[config.mk]
export PLATFORM = sky130hd
export DESIGN_NAME = controlador_carga
export DESIGN_NICKNAME = d
export VERILOG_FILES = /design/src/rtl/controlador_carga.sv
export SDC_FILE = /design/constraint.sdc
export NUM_CORES = 1
export LEC_CHECK = 0
export ABC_AREA = 0
export CAP_MARGIN = 10
export CORE_ASPECT_RATIO = 1.5
export CORE_UTILIZATION = 45
export DETAILED_ROUTE_END_ITERATION = 10
export HOLD_SLACK_MARGIN = 0.08
export PLACE_DENSITY = 0.78
export SLEW_MARGIN = 10
export SYNTH_ARGS = -nofsm -noshare
export SYNTH_HDL_FRONTEND = slang
export SYNTH_SLANG_ARGS = --single-unit
[constraint.sdc]
create_clock -name clk -period 3.3 [get_ports clk]
set_input_delay 0.495 -clock clk [delete_from_list [all_inputs] [get_ports clk]]
set_output_delay 0.495 -clock clk [all_outputs]
set_load 0.01 [all_outputs]
[src/rtl/controlador_carga.sv]
`default_nettype none
// ============================================================================
//  Module   : controlador_carga
//  Purpose  : Boot-time program loader. Copies a program word by word from a
//             slow source store into instruction memory. It stops after the
//             HALT word (opcode [31:26] == 6'b111111), which is itself
//             written. Detects a missing HALT (MAX_WORDS reached) and a source
//             that never answers (TIMEOUT).
//  Ports    : clk, reset_n (async, active low)
//             start, src_base, dst_base   - load request and base addresses
//             src_rd, src_addr            - one-cycle source read request
//             src_rdata, src_valid        - source data return
//             mem_we, mem_addr, mem_wdata - imem write port
//             busy, done, error, count    - load status
//             checksum                    - running sum of written words
//  Options  : CONTROLADOR_CARGA_CHECKSUM_EN enables the checksum adder.
//             Without it, checksum is tied to zero.
//  Revision : 1.0 - initial release
// ============================================================================
module controlador_carga #(
    parameter int ADDR_W    = 32,
    parameter int MAX_WORDS = 1024,
    parameter int TIMEOUT   = 255
) (
    input  logic              clk,
    input  logic              reset_n,
    input  logic              start,
    input  logic [ADDR_W-1:0] src_base,
    input  logic [ADDR_W-1:0] dst_base,
    output logic              src_rd,
    output logic [ADDR_W-1:0] src_addr,
    input  logic [31:0]       src_rdata,
    input  logic              src_valid,
    output logic              mem_we,
    output logic [ADDR_W-1:0] mem_addr,
    output logic [31:0]       mem_wdata,
    output logic              busy,
    output logic              done,
    output logic              error,
    output logic [15:0]       count,
    output logic [31:0]       checksum
);

    localparam int         c_tmr_w    = $clog2(TIMEOUT + 1);
    localparam logic [5:0] c_halt_op  = 6'b111111;
    // The timer counts WAIT cycles already spent without data. The
    // TIMEOUT-th empty cycle is the last one allowed.
    localparam logic [c_tmr_w-1:0] c_tmr_last = c_tmr_w'(TIMEOUT - 1);
    localparam logic [16:0]        c_max      = 17'(MAX_WORDS);

    typedef enum logic [2:0] {
        S_IDLE  = 3'd0,
        S_REQ   = 3'd1,
        S_WAIT  = 3'd2,
        S_WRITE = 3'd3,
        S_FIN   = 3'd4,
        S_ERR   = 3'd5
    } state_t;

    state_t              state_q, state_d;
    logic [ADDR_W-1:0]   src_base_q, src_base_d;
    logic [ADDR_W-1:0]   dst_base_q, dst_base_d;
    logic [15:0]         count_q, count_d;
    logic [c_tmr_w-1:0]  timer_q, timer_d;
    logic [ADDR_W-1:0]   mem_addr_q, mem_addr_d;
    logic [31:0]         mem_wdata_q, mem_wdata_d;
    logic                error_q, error_d;
    logic                start_acc;

    assign start_acc = (state_q == S_IDLE) && start;

    always_comb begin
        state_d     = state_q;
        src_base_d  = src_base_q;
        dst_base_d  = dst_base_q;
        count_d     = count_q;
        timer_d     = timer_q;
        mem_addr_d  = mem_addr_q;
        mem_wdata_d = mem_wdata_q;
        error_d     = error_q;
        src_rd      = 1'b0;
        mem_we      = 1'b0;
        busy        = 1'b0;
        done        = 1'b0;

        case (state_q)
            S_IDLE: begin
                // src_valid is deliberately not looked at here: a late
                // answer to an aborted request must never reach imem.
                if (start_acc) begin
                    src_base_d = src_base;
                    dst_base_d = dst_base;
                    count_d    = '0;
                    error_d    = 1'b0;
                    state_d    = S_REQ;
                end
            end
            S_REQ: begin
                busy    = 1'b1;
                src_rd  = 1'b1;
                timer_d = '0;
                state_d = S_WAIT;
            end
            S_WAIT: begin
                busy = 1'b1;
                // Data arriving on the last allowed cycle still wins.
                if (src_valid) begin
                    mem_wdata_d = src_rdata;
                    mem_addr_d  = dst_base_q + ADDR_W'(count_q);
                    state_d     = S_WRITE;
                end else if (timer_q == c_tmr_last) begin
                    error_d = 1'b1;
                    state_d = S_ERR;
                end else begin
                    timer_d = timer_q + 1'b1;
                end
            end
            S_WRITE: begin
                busy    = 1'b1;
                mem_we  = 1'b1;
                count_d = count_q + 16'd1;
                if (mem_wdata_q[31:26] == c_halt_op) begin
                    state_d = S_FIN;
                end else if (({1'b0, count_q} + 17'd1) == c_max) begin
                    error_d = 1'b1;
                    state_d = S_ERR;
                end else begin
                    state_d = S_REQ;
                end
            end
            S_FIN: begin
                done    = 1'b1;
                state_d = S_IDLE;
            end
            S_ERR: begin
                state_d = S_IDLE;
            end
            default: begin
                state_d = S_IDLE;
            end
        endcase
    end

    always_ff @(posedge clk or negedge reset_n) begin
        if (!reset_n) begin
            state_q     <= S_IDLE;
            src_base_q  <= '0;
            dst_base_q  <= '0;
            count_q     <= '0;
            timer_q     <= '0;
            mem_addr_q  <= '0;
            mem_wdata_q <= '0;
            error_q     <= 1'b0;
        end else begin
            state_q     <= state_d;
            src_base_q  <= src_base_d;
            dst_base_q  <= dst_base_d;
            count_q     <= count_d;
            timer_q     <= timer_d;
            mem_addr_q  <= mem_addr_d;
            mem_wdata_q <= mem_wdata_d;
            error_q     <= error_d;
        end
    end

    assign src_addr  = src_base_q + ADDR_W'(count_q);
    assign mem_addr  = mem_addr_q;
    assign mem_wdata = mem_wdata_q;
    assign error     = error_q;
    assign count     = count_q;

`ifdef CONTROLADOR_CARGA_CHECKSUM_EN
    logic [31:0] checksum_q, checksum_d;

    always_comb begin
        checksum_d = checksum_q;
        if (start_acc) begin
            checksum_d = '0;
        end else if (mem_we) begin
            checksum_d = checksum_q + mem_wdata_q;
        end
    end

    always_ff @(posedge clk or negedge reset_n) begin
        if (!reset_n) begin
            checksum_q <= '0;
        end else begin
            checksum_q <= checksum_d;
        end
    end

    assign checksum = checksum_q;
`else
    assign checksum = 32'h0;
`endif

endmodule
`default_nettype wire

==> summary.md, run 1 <==
| Metric | Value |
|---|---|
| Status | `finished with violations` |
| Failing checks | `negative setup slack` |
| Clock skew | `0.00929 ns` |
| PwrDens | `817 nW/µm²` |
| Setup violators final | `11` |
| Sequential area share after synthesis | `44.0%` |
| HPWL Detailed | `17300 µm` |
| I/O pins | `249` |
| Clock transition at path regs | `0.06 ns` |
| Critical Path Start | `count[0]$_DFFE_PN0P_` |
| Layout cells sized above 1 | `17.3%` |
| YS warnings | `0` |
| Hold Path Class | `flip-flop to flip-flop` |
| CTS sink cnt | `156` |
| Post-synthesis mux area share | `7.48%` |
| Avg Cell Area, Syn | `9.55 µm²` |
| Vias per std cell | `5.27` |
| DR WL/cell | `16.0 µm` |
| Number of synthesized flops with an enable pin | `0` |
| CTS HTree Levels | `4` |
| Slew headroom | `41.6%` |
| Worst Setup EP | `src_addr[28]` |
| WP data required | `2.80 ns` |
| Vias in the first global route | `7578` |
| Worst skew pair latency | `0.42 ns` |
| Core area | `19200 µm²` |
| Maximum VDD drop | `0.360 mV` |
| Xor and xnor fraction of the mapped netlist area | `6.03%` |
| Adder-cell share of the synthesized area | `5.53%` |
| Port buffer count | `216` |
| Width of the die | `117 µm` |
| DRT iter0 DRCs | `245` |
| Post-route minimum period | `3.38 ns` |
| Dominant synthesized flop cell | `dfrtp_1` |
| Net count, final | `1313` |
| Critical path type | `flip-flop to output pin` |
| Pre-CTS setup slack | `-0.223 ns` |
| DRT Pass-1 Iters | `4` |
| Crit. End Element | `output pin` |
| Antenna violations before repair | `1` |
| Most used cell, CP | `a21oi_2` |
| Height of the die | `174 µm` |
| Tcrit/Tclk final | `102%` |
| CP max FO | `8` |
| Pleak | `0.00543 µW` |
| Yosys reg bits | `156` |
| Root Buffer | `clkbuf_16` |
| ANT nets after route | `0` |
| DRC viols | `0` |
| Row count | `62` |
| Filler cells | `1616` |
| Synth async-reset ratio | `100%` |
| Vias | `7609` |
| Synth Area in Simple Gates | `16.3%` |
| Clock Path Buffers | `2` |
| GRT overflow | `0` |
| Post-Syn Area | `8860 µm²` |
| Largest family of logic cells by synthesized area | `simple AND/OR/NAND/NOR gates` |
| Distinct cells, synth | `67` |
| CTS buffer count | `17` |
| Setup crit start kind | `flip-flop` |
| Area grow syn2layout | `37.1%` |
| Final setup margin | `-0.0799 ns` |
| Worst hold margin | `0.475 ns` |
| Pins Over Slew Limit | `0` |
| Starting density of the core | `46.1%` |
| Worst r2r dst | `mem_addr[28]$_DFFE_PN0P_` |
| GPL Wtd Cong | `0.875` |
| CP arrival | `2.88 ns` |
| Slowest CP cell | `dfrtp_1` |
| Area fraction in compound gates after synthesis | `15.3%` |
| Critical path, cell by cell | `ha_2 > fa_2 > a211o_1 > a21oi_2 > a21oi_2 > a221oi_4 > buf_6 > o21ai_4 > nand4_1 > xnor2_1 > buf_2` |
| Total of max-cap violations | `0` |
| Worst-Margin Slew | `0.873 ns` |
| FF-to-FF Start | `count[0]$_DFFE_PN0P_` |
| Maximum clock rate | `296 MHz` |
| Largest net degree at the start of global routing | `73` |
| Worst reg2reg path depth | `11` |
| Count of final hold-check violations | `0` |
| Die area | `20300 µm²` |
| Max stage delay on crit path | `0.39 ns` |
| WL final | `23200 µm` |
| Post-Synthesis Cells | `928` |
| Hold Startpoint | `mem_wdata[19]$_DFFE_PN0P_` |
| Reg2Reg Setup Slack | `0.21 ns` |
| GRT Total Usage | `23.5%` |
| CTS tree | `yes` |
| First-pass GRT wire length | `37400 µm` |
| RSZ-0062 raised after global routing | `yes` |
==> final cells by class <==
cell class	instances	area, µm²	share of cell area, %
inverters	19	71.3	0.587
clock inverters	15	139	1.14
repair buffers	266	2480	20.4
well taps	256	320	2.64
diodes	1	2.50	0.0206
multi-input cells	715	4810	39.6
clock buffers	17	425	3.50
flip-flops and latches	156	3900	32.1
==> through the flow <==
step / total power, µW / instances / util [%] / area [µm²] / setup TNS [ns]
2_1_floorplan: 5930 / 959 / - / 8980 / 0
3_3_place_gp: 7960 / 1397 / 59.2 / 11400 / -1.14
3_5_place_dp: 8110 / 1397 / 59.2 / 11400 / -1.77
4_1_cts: 9940 / 1434 / 62.3 / 12000 / -1.28
5_1_grt: 10600 / 1445 / 63.2 / 12100 / -2.34
6_report: 9920 / 1445 / 63.2 / 12100 / -0.654
==> power breakdown <==
group | total [µW] | switching [µW] | internal [µW]
Clock | 1880 | 824 | 1050
Combinational | 4690 | 2260 | 2430
Sequential | 3350 | 632 | 2720
Total | 9920 | 3720 | 6200
==> worst max-delay path: cells and delay by family, from the launching register on <==
family	cells	cell delay (ns)
compound gates	5	0.98
fa+ha+maj	2	0.55
xor+xnor	1	0.11
flops	1	0.39
simple gates	1	0.12
buf+inv	2	0.31
==> layout by cell type, fill, tap and decap left out, types with 5 or more instances in the layout <==
master,synthesis,routed
ha_1,36,30
inv_1,19,19
buf_2,14,15
a21o_1,16,16
nand4_1,17,17
nand2_1,173,172
xnor2_1,36,34
nand2b_1,9,9
conb_1,1,32
nand3_1,22,20
nor2_1,50,47
clkbuf_16,0,17
o21ai_0,71,70
a31oi_1,14,14
dfrtp_1,156,156
clkbuf_2,0,6
ha_4,0,5
or3_1,6,6
xor2_1,25,25
nor3_1,8,6
and3_1,13,13
buf_4,32,44
mux2_2,58,58
clkdlybuf4s50_1,0,190
a21oi_1,38,37
o31ai_1,9,9
o211ai_1,8,8
==> synthesized netlist by cell type (4+ instances only) <==
cell	n	area, µm²
nor2_1	50	188
o21ai_0	71	355
o31ai_1	9	67.6
dfrtp_1	156	3900
inv_1	19	71.3
xnor2_1	36	315
mux2_2	58	653
o41ai_1	4	35.0
or3_1	6	37.5
clkbuf_1	18	67.6
nand3_1	22	110
and3_1	13	81.3
a21oi_1	38	190
o21a_1	4	30.0
buf_1	5	18.8
o211ai_1	8	60.1
nand2b_1	9	56.3
ha_1	36	450
o21ai_2	5	43.8
buf_4	32	240
nor3_1	8	40.0
buf_2	14	70.1
nand4_1	17	106
a21boi_0	4	30.0
a21o_1	16	120
a31oi_1	14	87.6
xor2_1	25	219
nand2_1	173	649
==> worst min-delay path by stage <==
| stage | endpoint | cells past startpoint |
|---|---|---|
| after global placement | mem_wdata[23]$_DFFE_PN0P_ | 2 |
| after floorplan | count[0]$_DFFE_PN0P_ | 0 |
| after detailed placement | mem_addr[1]$_DFFE_PN0P_ | 2 |
| final | mem_wdata[19]$_DFFE_PN0P_ | 2 |
| after global routing | mem_wdata[16]$_DFFE_PN0P_ | 2 |
| after CTS | mem_wdata[16]$_DFFE_PN0P_ | 2 |
==> timing repair <==
item,4_1_cts,5_1_grt
endpoints found under the setup margin,25,23
pin swaps,15,9
setup buffers,4,11
gates resized for setup,67,44
hold endpoints to repair,30,0
hold buffers,1,0
==> per-layer routing <==
layer	up-vias	track usage, %	wire length, µm
li1	3691	-	-
met1	3631	26.3	8950
met2	246	42.6	12400
met3	41	4.60	1200
met4	0	9.60	656
met5	-	0	0
==> kinds of logic (layout without fill, tap and decap cells) <==
logic type	count (synthesis)	in the layout
other cells	1	33
compound gates	206	206
simple gates	319	319
buf+inv	88	317
xor+xnor	61	61
flops	156	156
fa+ha+maj	38	38
mux	59	59
==> state kept, by name, indices dropped and copies added, names as in the netlist <==
signal and flops:
error 1, dst_base_q 32, mem_addr 32, count 16, src_base_q 32, state_q 3, mem_wdata 32, timer_q 8
Note: power is estimated with default switching activity, not from simulation.
==> run 2: changes to the inputs <==
CORE_ASPECT_RATIO = default   (was 1.5)
GPL_TIMING_DRIVEN = 0   (was default)
==> run 2 against run 1 <==
  * Total power is 1.4% higher
  * Fmax decreased by 7.3%
  * Utilization up 2.8 points
  * Register-to-register slack improved by 0.13 ns
  * The flow still finishes with violations (negative setup slack)
  * Final area increased by 3.3%
  * Sequential power about the same
  * Critical endpoint is now src_addr[12]
  * Largest cell class unchanged
  * Sequential share of layout area shrank 0.91 points
  * Clock power grew 3%
  * Global-route usage up 0.36 points
  * Flip-flop and latch count unchanged
  * Non-clock buffer count up 49
  * Wire length is 3.1% higher
==> summary.md, run 2 (synthesis gave the netlist of run 1 again) <==
| Metric | Value |
|---|---|
| Cell family with most CP delay | `compound AO/OA/AOI/OAI gates` |
| Worst-Margin Slew | `0.718 ns` |
| Total of max-cap violations | `0` |
| CP max FO | `3` |
| WL final | `23900 µm` |
| Tcrit/Tclk final | `110%` |
| Die area | `20300 µm²` |
| Layout cells sized above 1 | `20.2%` |
| Clock transition at path regs | `0.06 ns` |
| Port buffer count | `216` |
| Final Core Density | `66.0%` |
| Critical path, cell by cell | `ha_4 > fa_2 > a211o_1 > a21oi_2 > a21oi_2 > a221oi_4 > buf_6 > o21bai_1 > a21oi_1 > xnor2_1 > buf_2` |
| CP arrival | `3.15 ns` |
| DRT Pass-1 Iters | `5` |
| Net count, final | `1362` |
| GRT overflow | `0` |
| Largest net degree at the start of global routing | `90` |
| WP data required | `2.80 ns` |
| CTS sink cnt | `156` |
| Vias per std cell | `5.23` |
| First-pass GRT wire length | `37700 µm` |
| Width of the die | `142 µm` |
| Pleak | `0.00566 µW` |
| Slowest CP cell | `dfrtp_2` |
| CTS HTree Levels | `4` |
| Antenna violations before repair | `3` |
| GRT Total Usage | `23.9%` |
| I/O pins | `249` |
| Buffer and inverter count on the worst path | `2` |
| Slew headroom | `52.1%` |
| DRT iter0 DRCs | `369` |
| Clock Path Buffers | `2` |
| HPWL Detailed | `17200 µm` |
| Vias | `7823` |
| Row count | `50` |
| Maximum clock rate | `274 MHz` |
| ANT nets after route | `0` |
| Most frequent cells in the layout | `189 x clkdlybuf4s50_1, 168 x nand2_1, 144 x dfrtp_1` |
| PwrDens | `801 nW/µm²` |
| Non-Filler Instances | `1497` |
| DR WL/cell | `16.0 µm` |
| Status | `finished with violations` |
| Clock skew | `0.0113 ns` |
| Post-route setup TNS | `-3.29 ns` |
| Count of final hold-check violations | `0` |
| Maximum VDD drop | `0.400 mV` |
| Hold Path Class | `flip-flop to flip-flop` |
| Failing checks | `negative setup slack` |
| Worst skew pair latency | `0.42 ns` |
| Crit. End Element | `output pin` |
| Area grow syn2layout | `41.6%` |
| Setup violators final | `16` |
| Height of the die | `142 µm` |
| Root Buffer | `clkbuf_16` |
| Placed insts | `1436` |
| Pre-CTS setup slack | `-0.486 ns` |
| GPL Wtd Cong | `0.888` |
| Post-route minimum period | `3.64 ns` |
| Pins Over Slew Limit | `0` |
| Max stage delay on crit path | `0.46 ns` |
| Post-DP Area | `11500 µm²` |
| Starting density of the core | `46.6%` |
| Vias in the first global route | `7414` |
| Final setup margin | `-0.344 ns` |
| Core area | `19000 µm²` |
| DRC viols | `0` |
| RSZ-0062 raised after global routing | `yes` |
| Reg2Reg Setup Slack | `0.34 ns` |
| Critical path type | `flip-flop to output pin` |
| Commonest non-fill, non-tap cell in the layout | `clkdlybuf4s50_1` |
| CTS buffer count | `17` |
| Final Cell Area | `12600 µm²` |
| Setup crit start kind | `flip-flop` |
| CTS tree | `yes` |
| Most used cell, CP | `a21oi_2` |
[run 2: cell types whose count changed in the layout (fill, tap and decap cells not counted), moves of 9 or more]
| cell | previous run | this run |
|---|---|---|
| buf_2 | 15 | 33 |
| dfrtp_2 | 0 | 12 |
| clkbuf_1 | 0 | 21 |
| dfrtp_1 | 156 | 144 |
| buf_6 | 3 | 12 |
[run 2: metal layers]
layer / global-route usage [%] / wire, µm / vias to the layer above
met2: 41.0 / 11400 / 279
li1: - / - / 3799
met3: 5.25 / 1690 / 34
met4: 6.85 / 356 / 2
met1: 30.0 / 10400 / 3709
met5: 0 / 13 / -
[run 2: what timing repair did]
action / CTS / global route
setup endpoints to repair: 27 / 20
buffers inserted: 23 / 5
pin swaps: 14 / 17
gates cloned: 0 / 0
hold endpoints to repair: 67 / 0
hold buffers: 1 / 0
resized for setup: 123 / 34
[run 2: cell type report]
| class | count | area (µm²) |
|---|---|---|
| sequential | 156 | 3920 |
| buffer | 69 | 397 |
| timing repair buffer | 246 | 2360 |
| multi-input combinational | 715 | 4900 |
| fill | 1561 | 6470 |
| clock inverter | 6 | 86.3 |
| tap | 260 | 325 |
| antenna | 2 | 5.00 |
| inverter | 19 | 71.3 |
| clock buffer | 24 | 492 |
[run 2: worst register-to-register path: stages (launching register included)]
cell and delay (ns):
dfrtp_2 0.42, buf_4 0.18, ha_1 0.23, fa_1 0.44, a211oi_2 0.25, o21ai_2 0.13, o311a_4 0.34, o211ai_1 0.39
a21oi_1 0.17, xnor2_1 0.18, o21ai_0 0.09
[run 2: path summary, 6_finish.rpt]
path / startpoint / end / cells after the start
setup / recovery: src_base_q[0]$_DFFE_PN0P_ / src_addr[12] / 11
max in group asynchronous: reset_n / count[11]$_DFFE_PN0P_ / 3
min in group asynchronous: reset_n / mem_wdata[16]$_DFFE_PN0P_ / 2
hold / removal: mem_wdata[6]$_DFFE_PN0P_ / mem_wdata[6]$_DFFE_PN0P_ / 2
hold reg to reg: mem_wdata[6]$_DFFE_PN0P_ / mem_wdata[6]$_DFFE_PN0P_ / 2
setup reg to reg: count[0]$_DFFE_PN0P_ / mem_addr[30]$_DFFE_PN0P_ / 10
[run 2: per-stage QoR]
stage / power [µW] / hold slack, ns
CTS: 10100 / 0.476
global placement: 7930 / 0.457
finish: 10100 / 0.472
detailed placement: 8050 / 0.461
floorplan: 5930 / 0.199
global route: 10700 / 0.496
[run 2: report_power, final]
part           internal (µW)  switching [µW]
Sequential              2720             657
Clock                   1190             748
Combinational           2450            2290
==> run 3: changes to the inputs <==
CAP_MARGIN = 20   (was 10)
GPL_TIMING_DRIVEN = 1   (was 0)
==> run 3 against run 2 <==
  * The flow still finishes with violations (negative setup slack)
  * Register-to-register slack about the same
  * Clock skew rose by 0.00058 ns
  * Non-clock buffer count down 45
  * Total power rose by 1.3%
  * Final area shrank 1.9%
  * Via count down 4.1%
  * Clock power increased by 13%
  * Sequential share of layout area rose by 0.48 points
  * Die area unchanged
  * Hold slack worse by 0.40 ns
  * Combinational power shrank 1%
  * Cell count decreased by 3.0%
  * Critical endpoint unchanged
  * Largest cell class unchanged
  * Highest routed layer unchanged
==> summary.md, run 3 (synthesis gave the netlist of run 1 again) <==
| Metric | Value |
|---|---|
| Core area | `19000 µm²` |
| DRT iter0 DRCs | `359` |
| Buffer and inverter count on the worst path | `2` |
| Total of max-cap violations | `0` |
| Pins Over Slew Limit | `0` |
| Die area | `20300 µm²` |
| Hold Buf Count CTS | `0` |
| Pleak | `0.00555 µW` |
| Layout cells sized above 1 | `18.0%` |
| Antenna diodes | `0` |
| Setup crit start kind | `flip-flop` |
| Worst hold margin | `0.0691 ns` |
| Hold Path Class | `input port to async pin` |
| DRT Pass-1 Iters | `5` |
| Maximum clock rate | `286 MHz` |
| Antenna violations before repair | `2` |
| Maximum VDD drop | `0.435 mV` |
| I/O pins | `249` |
| Post-route minimum period | `3.49 ns` |
| GRT overflow | `0` |
| Commonest non-fill, non-tap cell in the layout | `clkdlybuf4s50_1` |
| Clock skew | `0.0119 ns` |
| GRT Total Usage | `23.1%` |
| Vias | `7503` |
| WL final | `22800 µm` |
| HPWL Detailed | `16800 µm` |
| CP arrival | `3.00 ns` |
| Filler cells | `1538` |
| PwrDens | `827 nW/µm²` |
| Net count, final | `1317` |
| Status | `finished with violations` |
| CP max FO | `3` |
| Tcrit/Tclk final | `106%` |
| Critical path type | `flip-flop to output pin` |
| Max stage delay on crit path | `0.39 ns` |
| CTS buffer count | `17` |
| Root Buffer | `clkbuf_16` |
| Failing checks | `negative setup slack` |
| Worst skew pair latency | `0.43 ns` |
| ANT nets after route | `0` |
| DRC viols | `0` |
| Setup violators final | `16` |
| Final Core Density | `64.8%` |
| Clock Path Buffers | `2` |
| Worst-Margin Slew | `0.790 ns` |
| RSZ-0062 raised after global routing | `yes` |
| Vias in the first global route | `7237` |
| GPL Wtd Cong | `0.893` |
| Count of final hold-check violations | `0` |
| WP data required | `2.80 ns` |
| Row count | `50` |
| CTS HTree Levels | `4` |
| Slew headroom | `47.1%` |
| Slowest CP cell | `a221oi_4` |
| Largest net degree at the start of global routing | `80` |
| Clock transition at path regs | `0.06 ns` |
| Area grow syn2layout | `38.9%` |
| Vias per std cell | `5.17` |
| Post-route setup TNS | `-1.73 ns` |
| Starting density of the core | `46.6%` |
| Reg2Reg Setup Slack | `0.35 ns` |
| Cell family with most CP delay | `compound AO/OA/AOI/OAI gates` |
| Width of the die | `142 µm` |
| Final setup margin | `-0.194 ns` |
| CTS sink cnt | `156` |
| First-pass GRT wire length | `36600 µm` |
| CTS tree | `yes` |
| Height of the die | `142 µm` |
| Crit. End Element | `output pin` |
| Port buffer count | `216` |
| Most used cell, CP | `a21oi_2` |
| DR WL/cell | `15.7 µm` |
| Most frequent cells in the layout | `188 x clkdlybuf4s50_1, 168 x nand2_1, 156 x dfrtp_1` |
| Critical path, cell by cell | `ha_2 > fa_2 > a211o_1 > a21oi_2 > a21oi_2 > a221oi_4 > buf_6 > o21bai_1 > a21oi_1 > xnor2_1 > buf_2` |
[run 3: changes by cell type in the layout (fill, tap and decap cells not counted), sizes merged]
cell,previous run,this run
dlygate4sd2,2,1
dlymetal6s2s,2,3
clkdlybuf4s15,1,0
clkdlybuf4s50,189,188
clkbuf,44,26
bufinv,2,5
buf,100,74
diode,2,0
dlygate4sd3,1,0
inv,19,20
[run 3: power by group]
| group | internal (µW) | switching, µW |
|---|---|---|
| Clock | 1400 | 778 |
| Combinational | 2430 | 2230 |
| Sequential | 2720 | 620 |
| Total | 6550 | 3630 |
[run 3: routing by layer]
layer / share of wire [%] / global-route usage, % / up-vias
met5: 0.11 / 0 / -
met4: 1.4 / 6.45 / 4
met3: 7.8 / 7.40 / 28
met2: 48 / 38.0 / 263
met1: 43 / 29.1 / 3504
li1: - / - / 3704
[run 3: per-stage QoR]
| step | total power (µW) | cells | setup WS [ns] | instance area [µm²] |
|---|---|---|---|---|
| global placement | 7940 | 1404 | -0.166 | 11400 |
| global route | 10900 | 1452 | -0.375 | 12300 |
| detailed placement | 8060 | 1404 | -0.256 | 11400 |
| finish | 10200 | 1452 | -0.194 | 12300 |
| floorplan | 5930 | 959 | 0.282 | 8980 |
| CTS | 10200 | 1447 | -0.255 | 12200 |
[run 3: final cells by class]
class / count / area [µm²] / area share, %
multi-input combinational: 715 / 4820 / 39.1
sequential: 156 / 3900 / 31.7
timing repair buffer: 270 / 2540 / 20.6
clock buffer: 22 / 474 / 3.85
tap: 260 / 325 / 2.64
clock inverter: 10 / 185 / 1.50
inverter: 19 / 71.3 / 0.579
[run 3: worst paths after layout]
check,startpoint,to,cells after the start
max,count[0]$_DFFE_PN0P_,src_addr[12],11
min,reset_n,timer_q[6]$_DFFE_PN0P_,1
max reg2reg,count[0]$_DFFE_PN0P_,mem_addr[26]$_DFFE_PN0P_,10
min reg2reg,mem_wdata[21]$_DFFE_PN0P_,mem_wdata[21]$_DFFE_PN0P_,2
max in group asynchronous,reset_n,mem_wdata[0]$_DFFE_PN0P_,2
min in group clk,mem_wdata[21]$_DFFE_PN0P_,mem_wdata[21]$_DFFE_PN0P_,2
[run 3: repair_timing]
| action | in CTS | in global routing |
|---|---|---|
| pin swaps | 18 | 13 |
| setup buffers | 11 | 5 |
| resized for setup | 105 | 33 |
| hold endpoints to repair | 0 | 0 |
| setup endpoints to repair | 24 | 22 |
